<file path="config.mk">
export PLATFORM = sky130hd
export DESIGN_NAME = osc_clken_gen
export DESIGN_NICKNAME = d
export VERILOG_FILES = /design/src/rtl/osc_clken_gen.sv
export SDC_FILE = /design/constraint.sdc
export NUM_CORES = 1
export LEC_CHECK = 0
export ABC_AREA = 1
export CAP_MARGIN = 15
export CORE_UTILIZATION = 60
export CTS_BUF_LIST = sky130_fd_sc_hd__clkbuf_4
export DETAILED_ROUTE_END_ITERATION = 10
export PLACE_DENSITY = 0.77
export SLEW_MARGIN = 30
export SYNTH_ARGS = -nofsm -noshare
export SYNTH_HDL_FRONTEND = slang
export SYNTH_SLANG_ARGS = --single-unit
</file>
<file path="constraint.sdc">
create_clock -name CLK -period 2.35 [get_ports CLK]
set_clock_uncertainty 0.1 [all_clocks]
set_input_delay 0.47 -clock CLK [delete_from_list [all_inputs] [get_ports CLK]]
set_output_delay 0.47 -clock CLK [all_outputs]
set_load 0.02 [all_outputs]
</file>
<file path="src/rtl/osc_clken_gen.sv">
// osc_clken_gen
// Multi-channel clock-enable generator on the fabric oscillator clock.
// After reset a settle window runs; once OSC_READY is high, each enabled
// channel produces a one-cycle CLKEN_OUT strobe every (div+1) cycles.
// Divider changes are staged in a per-channel shadow register. They take
// effect at a period boundary, or on the next edge if the channel is idle.
// A SYNC pulse re-phases all channel counters.
module osc_clken_gen #(
  parameter int NUM_CH        = 4,
  parameter int DIV_W         = 16,
  parameter int DEFAULT_DIV   = 49,
  parameter int SETTLE_CYCLES = 1024,
  localparam int CH_W  = (NUM_CH > 1) ? $clog2(NUM_CH) : 1,
  localparam int SET_W = (SETTLE_CYCLES > 1) ? $clog2(SETTLE_CYCLES) : 1
) (
  input  logic              CLK,
  input  logic              RESET,
  input  logic [NUM_CH-1:0] CH_EN,
  input  logic              SYNC,
  input  logic              DIV_LOAD,
  input  logic [CH_W-1:0]   DIV_CH,
  input  logic [DIV_W-1:0]  DIV_VALUE,
  output logic              DIV_ACK,
  output logic              OSC_READY,
  output logic [NUM_CH-1:0] CLKEN_OUT
);

  // Settle window state
  logic [SET_W-1:0]  settle_cnt_reg;
  logic              ready_reg;

  // Per-channel results gathered from the generate loop
  logic [NUM_CH-1:0] clken_vec;
  logic [NUM_CH-1:0] apply_vec;

  // Acknowledge pipeline: apply edge -> flag -> DIV_ACK one edge later
  logic              apply_any_reg;
  logic              div_ack_reg;

  // Settle counter: count up after reset, then latch ready until next reset
  always_ff @(posedge CLK) begin
    if (RESET) begin
      settle_cnt_reg <= '0;
      ready_reg      <= 1'b0;
    end else if (!ready_reg) begin
      if (settle_cnt_reg == SET_W'(SETTLE_CYCLES - 1)) begin
        ready_reg <= 1'b1;
      end else begin
        settle_cnt_reg <= settle_cnt_reg + 1'b1;
      end
    end
  end

  // Register the OR of all divider applications, then emit the ack pulse
  always_ff @(posedge CLK) begin
    if (RESET) begin
      apply_any_reg <= 1'b0;
      div_ack_reg   <= 1'b0;
    end else begin
      apply_any_reg <= |apply_vec;
      div_ack_reg   <= apply_any_reg;
    end
  end

  genvar gi;
  generate
    for (gi = 0; gi < NUM_CH; gi++) begin : g_ch
      logic [DIV_W-1:0] cnt_reg, cnt_next;
      logic [DIV_W-1:0] div_reg, div_next;
      logic [DIV_W-1:0] shadow_reg, shadow_next;
      logic             pend_reg, pend_next;
      logic             clken_reg, clken_next;
      logic             active;
      logic             terminal;
      logic             load_hit;
      logic             apply;

      // Next-state logic for one channel.
      // Counter and strobe first. SYNC outranks the terminal count.
      // Divider staging second. An active channel only swaps its divider at
      // the terminal count, so a period never mixes old and new values.
      always_comb begin
        active   = ready_reg & CH_EN[gi];
        terminal = (cnt_reg == div_reg);
        // An in-range DIV_CH can only match an existing channel, so
        // out-of-range loads fall through silently.
        load_hit = DIV_LOAD & (DIV_CH == CH_W'(gi));
        apply    = pend_reg & (active ? (~SYNC & terminal) : 1'b1);

        cnt_next   = '0;
        clken_next = 1'b0;
        if (active && !SYNC) begin
          if (terminal) begin
            clken_next = 1'b1;
          end else begin
            cnt_next = cnt_reg + 1'b1;
          end
        end

        div_next    = apply ? shadow_reg : div_reg;
        shadow_next = load_hit ? DIV_VALUE : shadow_reg;
        // A load on the same edge as an apply re-arms the shadow
        pend_next   = load_hit | (pend_reg & ~apply);
      end

      // Channel state registers
      always_ff @(posedge CLK) begin
        if (RESET) begin
          cnt_reg    <= '0;
          div_reg    <= DIV_W'(DEFAULT_DIV);
          shadow_reg <= DIV_W'(DEFAULT_DIV);
          pend_reg   <= 1'b0;
          clken_reg  <= 1'b0;
        end else begin
          cnt_reg    <= cnt_next;
          div_reg    <= div_next;
          shadow_reg <= shadow_next;
          pend_reg   <= pend_next;
          clken_reg  <= clken_next;
        end
      end

      assign clken_vec[gi] = clken_reg;
      assign apply_vec[gi] = apply;
    end
  endgenerate

  assign CLKEN_OUT = clken_vec;
  assign OSC_READY = ready_reg;
  assign DIV_ACK   = div_ack_reg;

endmodule

</file>
==> impl_metrics.env <==
export IMPL_status="complete, no violations"
export IMPL_synth_top_cell_area_share_pct=46.2
export IMPL_synth_ff_type="dfxtp_1"
export IMPL_async_flop_share_pct=0
export IMPL_synth_seq_cells=213
export IMPL_final_hold_viol_count=0
export IMPL_cp_arrival_ns=1.57
export IMPL_ys_warnings_count=0
export IMPL_drt_iter0_markers=492
export IMPL_max_slew_margin_pct=60.8
export IMPL_finalWeightedCongestion=0.807
export IMPL_vdd_drop_max_v=0.000384
export IMPL_maxCapViolations=0
export IMPL_ctsLongestPathBuffers=3
export IMPL_first_global_vias=7146
export IMPL_yosysSeqAreaShare_pct=46.2
export IMPL_power_density_nw_per_um2=699
export IMPL_fin_nets=1413
export IMPL_grt_total_usage_pct=25.9
export IMPL_fin_cells=1601
export IMPL_start_util_pct=62.6
export IMPL_tightest_slew_ns=0.587
export IMPL_avgSynthCellArea_um2=6.99
export IMPL_cp_end_kind="output port"
export IMPL_clk_latency_ns=0.67
export IMPL_cpPeakStageDelay_ns=0.60
export IMPL_reg2reg_slack_ns=0.43
export IMPL_fin_crit_sh_pct=90.9
export IMPL_nFillCells=1268
export IMPL_required_ns=1.78
export IMPL_critical_path_top_delay_family="buffers and inverters"
export IMPL_antenna_found_initial=1
export IMPL_yosysTopAreaCell="dfxtp_1"
export IMPL_clkTransAtPathRegs_ns=0.06
export IMPL_cts_sinks=213
export IMPL_timing_final_crit_period_ns=2.14
export IMPL_rsz0062_at_grt="false"
export IMPL_vias=7889
export IMPL_crit_path_top_delay_cell="clkdlybuf4s50_1"
export IMPL_path_cells="clkdlybuf4s50_1"
export IMPL_die_y_um=126
export IMPL_cts_setup_buffers=0
export IMPL_min_path_type="reg -> reg"
export IMPL_drive_gt1_share_pct=9.04
export IMPL_clk_root_buffer_cell="clkbuf_4"
export IMPL_wl_um=19700
export IMPL_drt_vias_per_instance=4.93
export IMPL_syn_inst=1322
export IMPL_critPathMaxFanout=1
export IMPL_dp_hpwl_um=13500
export IMPL_h_tree_depth=2
export IMPL_boundaryPins=32
export IMPL_startpoint_type="flip-flop"
export IMPL_finalInstanceArea_um2=10300
export IMPL_grt_pass1_wl_um=33500
export IMPL_portBuffers=31
export IMPL_first_pass_iters=4
export IMPL_slew_viol_final=0
export IMPL_synth_area_um2=9240
export IMPL_synth_edf_count=0
export IMPL_setup_viol=0
export IMPL_placed_cells=1509
export IMPL_design_core_area_um2=14800
export IMPL_p_total_w=0.00721
export IMPL_crit_buf_inv=1
export IMPL_fp_dieArea_um2=15900
export IMPL_timing_fmax_mhz=468
export IMPL_wl_per_cell_um=12.3
export IMPL_syn_nets=1353
export IMPL_gr_total_overflow=0
export IMPL_detail_route_antenna_nets=0
export IMPL_route_detailed_drc=0
export IMPL_cts_hold_buf=0
export IMPL_synth_area_leaders="dfxtp_1 (46%), nand2_1 (13%), nor2_1 (12%)"
export IMPL_post_synth_num_cell_types=37
export IMPL_syn_to_final_growth_pct=11.8
export IMPL_worstSetupPathType="reg -> out"
export IMPL_rows=44
export IMPL_grt_start_max_net_pins=56
export IMPL_cts_buffers=55
export IMPL_finalSetupTns_ns=0
export IMPL_die_w_um=126
export IMPL_cts_tree="done"
export IMPL_post_dp_cell_area_um2=9660
export IMPL_p_leak_nw=4.29
## cell families after synthesis
group,Yosys count,share of synthesized area (%)
DFF,213,46.2
xor gates and xnor gates,33,3.13
and+or+nand+nor,738,33.2
buffers and inverters,182,8.48
adders and majority gates,5,0.677
AOI/OAI and AO/OA,151,8.36
## stage by stage
step	hold WS [ns]	worst slack (ns)	utilization [%]
2_1_floorplan	0.288	0.695	-
3_3_place_gp	0.335	0.235	65.5
3_5_place_dp	0.340	0.199	65.5
4_1_cts	0.342	0.168	70.0
5_1_grt	0.363	0.152	70.0
6_report	0.346	0.214	70.0
## final timing paths
| kind | end | startpoint | cells after the start |
|---|---|---|---|
| hold reg to reg | settle_cnt_reg[4] | settle_cnt_reg[4] | 2 |
| setup reg to reg | g_ch[0].div_reg[12] | g_ch[0].cnt_reg[0] | 11 |
| setup / recovery | CLKEN_OUT[0] | g_ch[0].clken_reg | 1 |
| hold / removal | settle_cnt_reg[4] | settle_cnt_reg[4] | 2 |
## report_power, final
part	switching (W)	internal (W)	total (W)
sequential	0.0000593	0.00370	0.00376
clock	0.00144	0.00162	0.00307
combinational	0.000236	0.000150	0.000386
## cell type report
| cell class | instances | area, um^2 | area share [%] |
|---|---|---|---|
| antenna | 1 | 2.50 | 0.0242 |
| clock buffer | 78 | 586 | 5.67 |
| clock inverter | 13 | 76.3 | 0.739 |
| inverter | 140 | 536 | 5.19 |
| multi-input combinational | 927 | 4190 | 40.6 |
| sequential | 213 | 4270 | 41.3 |
| tap | 184 | 230 | 2.23 |
| timing repair buffer | 45 | 439 | 4.25 |
## cell usage after synthesis, types with 2 or more instances
| master | instances |
|---|---|
| clkinv_1 | 2 |
| nand4_1 | 6 |
| nand2_2 | 4 |
| dfxtp_1 | 213 |
| a21oi_1 | 56 |
| nor3b_1 | 16 |
| nand3_1 | 62 |
| nor2_2 | 9 |
| xor2_1 | 31 |
| inv_1 | 129 |
| buf_4 | 4 |
| clkbuf_1 | 21 |
| o21ai_0 | 88 |
| buf_6 | 7 |
| o21a_1 | 2 |
| buf_1 | 4 |
| nor3_1 | 32 |
| a31oi_1 | 2 |
| nor2_1 | 285 |
| xnor2_1 | 2 |
| inv_2 | 6 |
| inv_4 | 2 |
| or2_2 | 2 |
| ha_1 | 5 |
| a211oi_1 | 2 |
| nor4_1 | 4 |
| buf_2 | 5 |
| nand2_1 | 309 |
| nand2_4 | 4 |
## cells in the final DEF (no fill, tap or decap), drive strengths merged
master / n
a211oi: 2
a21oi: 56
a311oi: 1
a31oi: 2
buf: 14
bufinv: 1
clkbuf: 78
clkdlybuf4s50: 30
clkinv: 13
dfxtp: 213
diode: 1
dlygate4sd2: 1
ha: 5
inv: 139
nand2: 317
nand3: 63
nand3b: 1
nand4: 6
nor2: 294
nor3: 33
nor3b: 16
nor4: 5
o21a: 2
o21ai: 88
or2: 3
xnor2: 2
xor2: 31
## timing repair
action                     4_1_cts  5_1_grt
setup endpoints to repair        1        0
hold endpoints to repair         0        0
gates resized for setup          2        0
## routing by layer
layer	GRT usage (%)	wire length, um	vias to the layer above
met5	0	0	-
met4	9.99	463	0
met3	4.97	883	43
met2	40.2	8480	174
met1	35.8	9890	3392
li1	-	-	4280
Note: power is estimated with default switching activity, not from simulation.
